<file path="src/rtl/uart_pkg.sv">
// uart_pkg: shared definitions for the UART MMIO bridge.
//   - Register select codes (bus_addr[3:2]) for TXDATA, RXDATA, STATUS, CTRL.
//   - STATUS bit positions and rx_error bit positions.
//   - rx_entry_t: one RX FIFO entry {err[2:0], data[7:0]}.
//   - rxdata_word(): formats a FIFO head entry as the RXDATA read word.
package uart_pkg;

   localparam logic [1:0] REG_TXDATA = 2'd0;
   localparam logic [1:0] REG_RXDATA = 2'd1;
   localparam logic [1:0] REG_STATUS = 2'd2;
   localparam logic [1:0] REG_CTRL   = 2'd3;

   localparam int ST_RX_NONEMPTY = 0;
   localparam int ST_RX_FULL     = 1;
   localparam int ST_TX_FULL     = 2;
   localparam int ST_TX_EMPTY    = 3;
   localparam int ST_RX_OVERFLOW = 4;
   localparam int ST_TX_OVERFLOW = 5;
   localparam int ST_RX_ERR      = 6;
   localparam int ST_CFG_REJECT  = 7;

   localparam int ERR_PARITY = 0;
   localparam int ERR_START  = 1;
   localparam int ERR_STOP   = 2;

   typedef struct packed {
      logic [2:0] err;
      logic [7:0] data;
   } rx_entry_t;

   // Valid head entry as seen by the CPU: {valid, 20'b0, err, byte}.
   function automatic logic [31:0] rxdata_word(input rx_entry_t e);
      return {1'b1, 20'b0, e.err, e.data};
   endfunction

endpackage

</file>
<file path="src/rtl/uart_rx_capture_fifo.sv">
// uart_rx_capture_fifo: rising-edge capture of completed RX bytes into a
// synchronous FIFO, plus overflow / error event generation.
// Ports:
//   i_clock, i_reset_n      clock, asynchronous active-low reset
//   i_rx_done_flag          receive complete level (edge detected here)
//   i_rx_data, i_rx_error   byte and {stop,start,parity} flags at the edge
//   i_pop_req               CPU read of RXDATA (ignored while empty)
//   o_head                  current head entry
//   o_empty, o_full         FIFO occupancy
//   o_ovf_evt               push dropped because FIFO full and no pop
//   o_err_evt               a push carried at least one error flag
module uart_rx_capture_fifo
   import uart_pkg::*;
#(
   parameter int RX_DEPTH = 8
) (
   input  logic       i_clock,
   input  logic       i_reset_n,
   input  logic       i_rx_done_flag,
   input  logic [7:0] i_rx_data,
   input  logic [2:0] i_rx_error,
   input  logic       i_pop_req,
   output rx_entry_t  o_head,
   output logic       o_empty,
   output logic       o_full,
   output logic       o_ovf_evt,
   output logic       o_err_evt
);

   localparam int AW = $clog2(RX_DEPTH);

   logic [AW:0] r_wptr;
   logic [AW:0] r_rptr;
   logic        r_done_q;
   rx_entry_t   r_mem [RX_DEPTH];

   logic w_push;
   logic w_pop;
   logic w_write;

   assign o_empty = (r_wptr == r_rptr);
   // Extra wrap bit distinguishes full from empty when the indices match.
   assign o_full  = (r_wptr[AW] != r_rptr[AW]) && (r_wptr[AW-1:0] == r_rptr[AW-1:0]);
   assign o_head  = r_mem[r_rptr[AW-1:0]];

   assign w_push  = i_rx_done_flag & ~r_done_q;
   assign w_pop   = i_pop_req & ~o_empty;
   // A pop in the same cycle frees the slot, so a full FIFO still accepts.
   assign w_write = w_push & (~o_full | w_pop);

   assign o_ovf_evt = w_push & o_full & ~w_pop;
   assign o_err_evt = w_push & (|i_rx_error);

   // Pointers and edge-detect register.
   always_ff @(posedge i_clock or negedge i_reset_n) begin
      if (!i_reset_n) begin
         r_wptr   <= '0;
         r_rptr   <= '0;
         r_done_q <= 1'b0;
      end else begin
         r_done_q <= i_rx_done_flag;
         if (w_write) r_wptr <= r_wptr + 1'b1;
         if (w_pop)   r_rptr <= r_rptr + 1'b1;
      end
   end

   // Storage array; contents are don't-care until written.
   always_ff @(posedge i_clock) begin
      if (w_write) r_mem[r_wptr[AW-1:0]] <= '{err: i_rx_error, data: i_rx_data};
   end

endmodule

</file>
<file path="src/rtl/uart_mmio_bridge.sv">
// uart_mmio_bridge: CPU register front-end for the UART duplex block.
// Ports:
//   clock, reset_n                       clock, asynchronous active-low reset
//   bus_addr/we/re/wdata                 CPU access; bus_addr[3:2] selects register
//   bus_rdata, bus_rvalid                registered read response, 1 clock after bus_re
//   send, data_in                        TX FIFO push pulse and byte
//   parity_type, baud_rate               duplex configuration
//   tx_fifo_full/empty, tx_active_flag   TX side status
//   rx_done_flag, rx_data, rx_error      RX completion inputs
//   irq                                  registered interrupt request
module uart_mmio_bridge
   import uart_pkg::*;
#(
   parameter int         RX_DEPTH   = 8,
   parameter logic [1:0] BAUD_RST   = 2'b00,
   parameter logic [1:0] PARITY_RST = 2'b00
) (
   input  logic        clock,
   input  logic        reset_n,
   input  logic [3:0]  bus_addr,
   input  logic        bus_we,
   input  logic        bus_re,
   input  logic [31:0] bus_wdata,
   output logic [31:0] bus_rdata,
   output logic        bus_rvalid,
   output logic        send,
   output logic [7:0]  data_in,
   output logic [1:0]  parity_type,
   output logic [1:0]  baud_rate,
   input  logic        tx_fifo_full,
   input  logic        tx_fifo_empty,
   input  logic        tx_active_flag,
   input  logic        rx_done_flag,
   input  logic [7:0]  rx_data,
   input  logic [2:0]  rx_error,
   output logic        irq
);

   localparam int STK = ST_RX_OVERFLOW;   // r_sticky[0] is STATUS[4]

   logic        r_send;
   logic [7:0]  r_data_in;
   logic [1:0]  r_parity;
   logic [1:0]  r_baud;
   logic        r_rx_irq_en;
   logic        r_err_irq_en;
   logic [3:0]  r_sticky;
   logic [31:0] r_rdata;
   logic        r_rvalid;
   logic        r_irq;

   logic [1:0]  w_sel;
   logic        w_wr_tx, w_wr_status, w_wr_ctrl, w_rd_rx, w_cfg_ok;
   rx_entry_t   w_head;
   logic        w_empty, w_full, w_ovf_evt, w_err_evt;
   logic [3:0]  w_sticky_set, w_sticky_clr;
   logic [7:0]  w_status;
   logic [31:0] w_ctrl;
   logic [31:0] w_rd_mux;
   logic        w_unused;

   assign w_sel       = bus_addr[3:2];
   assign w_wr_tx     = bus_we & (w_sel == REG_TXDATA);
   assign w_wr_status = bus_we & (w_sel == REG_STATUS);
   assign w_wr_ctrl   = bus_we & (w_sel == REG_CTRL);
   assign w_rd_rx     = bus_re & (w_sel == REG_RXDATA);
   assign w_cfg_ok    = tx_fifo_empty & ~tx_active_flag;
   assign w_unused    = ^{bus_addr[1:0], bus_wdata[31:8]};

   uart_rx_capture_fifo #(.RX_DEPTH(RX_DEPTH)) u_rx_fifo (
      .i_clock        (clock),
      .i_reset_n      (reset_n),
      .i_rx_done_flag (rx_done_flag),
      .i_rx_data      (rx_data),
      .i_rx_error     (rx_error),
      .i_pop_req      (w_rd_rx),
      .o_head         (w_head),
      .o_empty        (w_empty),
      .o_full         (w_full),
      .o_ovf_evt      (w_ovf_evt),
      .o_err_evt      (w_err_evt)
   );

   assign w_sticky_set[ST_RX_OVERFLOW - STK] = w_ovf_evt;
   assign w_sticky_set[ST_TX_OVERFLOW - STK] = w_wr_tx & tx_fifo_full;
   assign w_sticky_set[ST_RX_ERR      - STK] = w_err_evt;
   assign w_sticky_set[ST_CFG_REJECT  - STK] = w_wr_ctrl & ~w_cfg_ok;
   assign w_sticky_clr = w_wr_status ? bus_wdata[7:4] : 4'b0000;

   assign w_status = {r_sticky, tx_fifo_empty, tx_fifo_full, w_full, ~w_empty};
   assign w_ctrl   = {26'b0, r_err_irq_en, r_rx_irq_en, r_baud, r_parity};

   // Read data mux; reflects state before any same-cycle write.
   always_comb begin
      w_rd_mux = 32'h0000_0000;
      case (w_sel)
         REG_RXDATA: begin
            if (!w_empty) w_rd_mux = rxdata_word(w_head);
            else          w_rd_mux = 32'h0000_0000;
         end
         REG_STATUS: w_rd_mux = {24'b0, w_status};
         REG_CTRL:   w_rd_mux = w_ctrl;
         default:    w_rd_mux = 32'h0000_0000;
      endcase
   end

   // Bus response, TX pulse, configuration, sticky flags and interrupt.
   always_ff @(posedge clock or negedge reset_n) begin
      if (!reset_n) begin
         r_send       <= 1'b0;
         r_data_in    <= 8'h00;
         r_parity     <= PARITY_RST;
         r_baud       <= BAUD_RST;
         r_rx_irq_en  <= 1'b0;
         r_err_irq_en <= 1'b0;
         r_sticky     <= 4'b0000;
         r_rdata      <= 32'h0000_0000;
         r_rvalid     <= 1'b0;
         r_irq        <= 1'b0;
      end else begin
         r_send   <= w_wr_tx & ~tx_fifo_full;
         if (w_wr_tx && !tx_fifo_full) r_data_in <= bus_wdata[7:0];
         if (w_wr_ctrl) begin
            r_rx_irq_en  <= bus_wdata[4];
            r_err_irq_en <= bus_wdata[5];
            if (w_cfg_ok) begin
               r_parity <= bus_wdata[1:0];
               r_baud   <= bus_wdata[3:2];
            end
         end
         // Set has priority over a same-cycle W1C.
         r_sticky <= w_sticky_set | (r_sticky & ~w_sticky_clr);
         r_rvalid <= bus_re;
         r_rdata  <= bus_re ? w_rd_mux : 32'h0000_0000;
         r_irq    <= (r_rx_irq_en & ~w_empty) | (r_err_irq_en & (|r_sticky));
      end
   end

   assign send        = r_send;
   assign data_in     = r_data_in;
   assign parity_type = r_parity;
   assign baud_rate   = r_baud;
   assign bus_rdata   = r_rdata;
   assign bus_rvalid  = r_rvalid;
   assign irq         = r_irq;

endmodule

</file>
<file path="config.mk">
export PLATFORM = sky130hd
export DESIGN_NAME = uart_mmio_bridge
export DESIGN_NICKNAME = d
export VERILOG_FILES = /design/src/rtl/uart_pkg.sv /design/src/rtl/uart_rx_capture_fifo.sv /design/src/rtl/uart_mmio_bridge.sv
export SDC_FILE = /design/constraint.sdc
export NUM_CORES = 1
export LEC_CHECK = 0
export ABC_AREA = 1
export BUFFER_PORTS_ARGS = -buffer_cell sky130_fd_sc_hd__clkbuf_2
export CORE_MARGIN = 2
export CORE_UTILIZATION = 56
export CTS_CLUSTER_SIZE = 12
export DETAILED_ROUTE_END_ITERATION = 7
export GPL_ROUTABILITY_DRIVEN = 0
export PLACE_DENSITY = 0.8
export SYNTH_ARGS = -nofsm -noshare
export SYNTH_HDL_FRONTEND = slang
export SYNTH_SLANG_ARGS = --single-unit
</file>
<file path="constraint.sdc">
create_clock -name clock -period 3 [get_ports clock]
set_input_delay 0.45 -clock clock [delete_from_list [all_inputs] [get_ports clock]]
set_output_delay 0.45 -clock clock [all_outputs]
set_load 0.01 [all_outputs]
</file>
==> out/qor.yml <==
synthArstFlopShare: 0.323
detail-route-antenna-nets: 0
synth_fa_ha_area_frac: 0.00439
cts_max_level: 4
worst_pin_slew_ps: 1010
grt_usage: 0.227
ios: 102
hold_viol_final: 0
yosys_warnings: 0
hpwl_um: 7080
core_area_um2: 9820
crit_start: "u_rx_fifo.r_rptr[1]"
fin_crit_ps: 1980
worst_setup_path_start_kind: "flip-flop"
grt_max_degree: 45
layout.area.seq_um2: 3690
final_common_cell: "nand2_1"
crit_type: "flip-flop to flip-flop"
irDropWorstVdd_uv: 750
wl_per_cell_um: 14.8
clk_path_buf_depth: 2
min_path_cells: 1
worst_r2r_startpoint: "u_rx_fifo.r_rptr[1]"
path_clk_slew_ps: 60
root_buffer: "clkbuf_8"
dr.pass1.iters: 6
drv_slew: 0
worstHoldPathType: "input port to flip-flop"
relSlewSlack: 0.327
rows: 36
synth_area_um2: 5700
drc_errors: 0
muxShareOfSynthArea: 0
arrival_ps: 2150
post-synth-top-area-fraction: 0.463
cts_setup_buffers: 0
fp.dieW_um: 105
grt_pass1_wl_um: 19100
drive_gt1_frac: 0.177
layout.nets: 693
synth_compound_area_frac: 0.0568
synthDistinctLibCells: 30
syn_area_per_cell_um2: 9.99
setup-tns-final_ps: 0
drv_cap: 0
multiInputGateArea_um2: 1570
viasPerCell: 5.16
final_cell_mix: "nand2_1 (214), edfxtp_1 (88), clkbuf_2 (55), inv_1 (53), dfrtp_1 (42)"
status: "finished, final reports clean"
finClkSkew_ps: 9.37
rr_worst_depth: 7
antenna_found_initial: 0
synthTopCellsByArea: "edfxtp_1 (46%), dfrtp_1 (18%), nand2_1 (14%), inv_1 (3.5%), buf_4 (3.4%)"
finalSetupViolCount: 0
synth_top_family_by_area: "simple AND/OR/NAND/NOR gates"
final_core_util: 0.672
cp-endpoint: "u_rx_fifo.r_mem[7][1]"
ys_ff_latch: 130
rsz0062_at_grt: "no"
drt_iter0_drc: 347
nFillCells: 716
initial_utilization: 0.581
synthXorXnorAreaFrac: 0.00768
drt-total-wl_um: 11600
fp.dieH_um: 105
grt_pass1_vias: 4047
synth_edf_count: 88
r2r-end: "u_rx_fifo.r_mem[7][1]"
crit_fanout: 24
n_antenna_cell: 0
leakage_nw: 3.04
min_period_over_period: 0.662
cts_made_buffers: 17
max_freq_ghz: 0.504
insertion_delay_ps: 530
ys_seq_area_frac: 0.648
critPathRequiredTime_ps: 3160
ctsHoldBuffers: 0
cts_resized: 0
layout_setup_ws_ps: 1020
grt_overflow_total: 0
die-area_um2: 11000
io_buffers: 55
end_kind: "flip-flop"
ys.flop_type: "edfxtp_1"
numClockSinks: 130
p_per_area_nw_per_um2: 901
syn_inst: 571
tritoncts: "yes"
synth_top_area_cell: "edfxtp_1"
reg2reg_slack_ps: 1020
via_count: 4032
yosys.area_share.simple: 0.194
area_growth_pct: 15.7
place_worst_setup_slack_ps: 987
## power by group
group / switching (mW) / internal (mW) / total [mW] / leakage [nW]
registers: 0.126 / 2.14 / 2.27 / 1.33
logic: 1.19 / 0.531 / 1.72 / 1.43
clock network: 0.772 / 1.19 / 1.96 / 0.282
## worst min path at each step
| stage | start | end | slack (ps) |
|---|---|---|---|
| global route | rx_done_flag | u_rx_fifo.r_done_q | 40 |
| CTS | rx_done_flag | u_rx_fifo.r_done_q | 30 |
| finish | rx_done_flag | u_rx_fifo.r_done_q | 50 |
| global placement | data_in[1] | data_in[1] | 470 |
| floorplan | reset_n | baud_rate[0] | 150 |
| detailed placement | data_in[0] | data_in[0] | 480 |
## critical path: stages (launching register included)
cell and delay, ps:
dfrtp_1 460, inv_4 260, nand2_1 80, nand2_1 120
nor2_4 50, nand4_4 80, nand2_1 110, inv_1 450
## metal layers
metal | part of all wire | global-route usage | vias to the layer above
met5 | 0 | 0 | -
met4 | 0.029 | 0.121 | 0
met3 | 0.074 | 0.0686 | 33
met2 | 0.50 | 0.369 | 173
met1 | 0.40 | 0.273 | 1891
li1 | - | - | 1935
## per-stage QoR
step | std cells | hold WS [ps] | power (mW) | area, µm²
final | 782 | 49.2 | 5.95 | 6600
after global routing | 782 | 37.6 | 6.29 | 6600
after CTS | 782 | 34.5 | 5.95 | 6600
after detailed placement | 750 | 475 | 3.98 | 6030
after global placement | 750 | 468 | 3.91 | 6030
after floorplan | 590 | 154 | 3.59 | 5780
## logic make-up after synthesis
| logic type | Yosys count |
|---|---|
| xor+xnor | 5 |
| compound gates | 59 |
| flops | 130 |
| other cells | 1 |
| buf+inv | 100 |
| fa+ha+maj | 2 |
| simple gates | 274 |
## synth_stat cells (5+ instances only)
master	instances
a21oi_1	7
buf_2	8
buf_4	26
dfrtp_1	42
edfxtp_1	88
inv_1	53
inv_2	6
nand2_1	214
nand3_1	21
nor2_1	26
nor3_1	5
o21ai_0	37
o22ai_1	6
## area by class of cell
type,instances,area share
clock buffers,17,0.0627
clock inverters,15,0.0241
inverters,60,0.0345
multi-input cells,360,0.238
flip-flops and latches,130,0.560
well taps,133,0.0252
repair buffers,67,0.0554
## flip-flops by register name (all words and copies together) (netlist names), 2 cells and up
name / flops
u_rx_fifo.r_rptr: 4
parity_type: 2
baud_rate: 2
bus_rdata: 12
r_sticky: 4
u_rx_fifo.r_wptr: 4
u_rx_fifo.r_mem: 88
data_in: 8
Note: power is estimated with default switching activity, not from simulation.
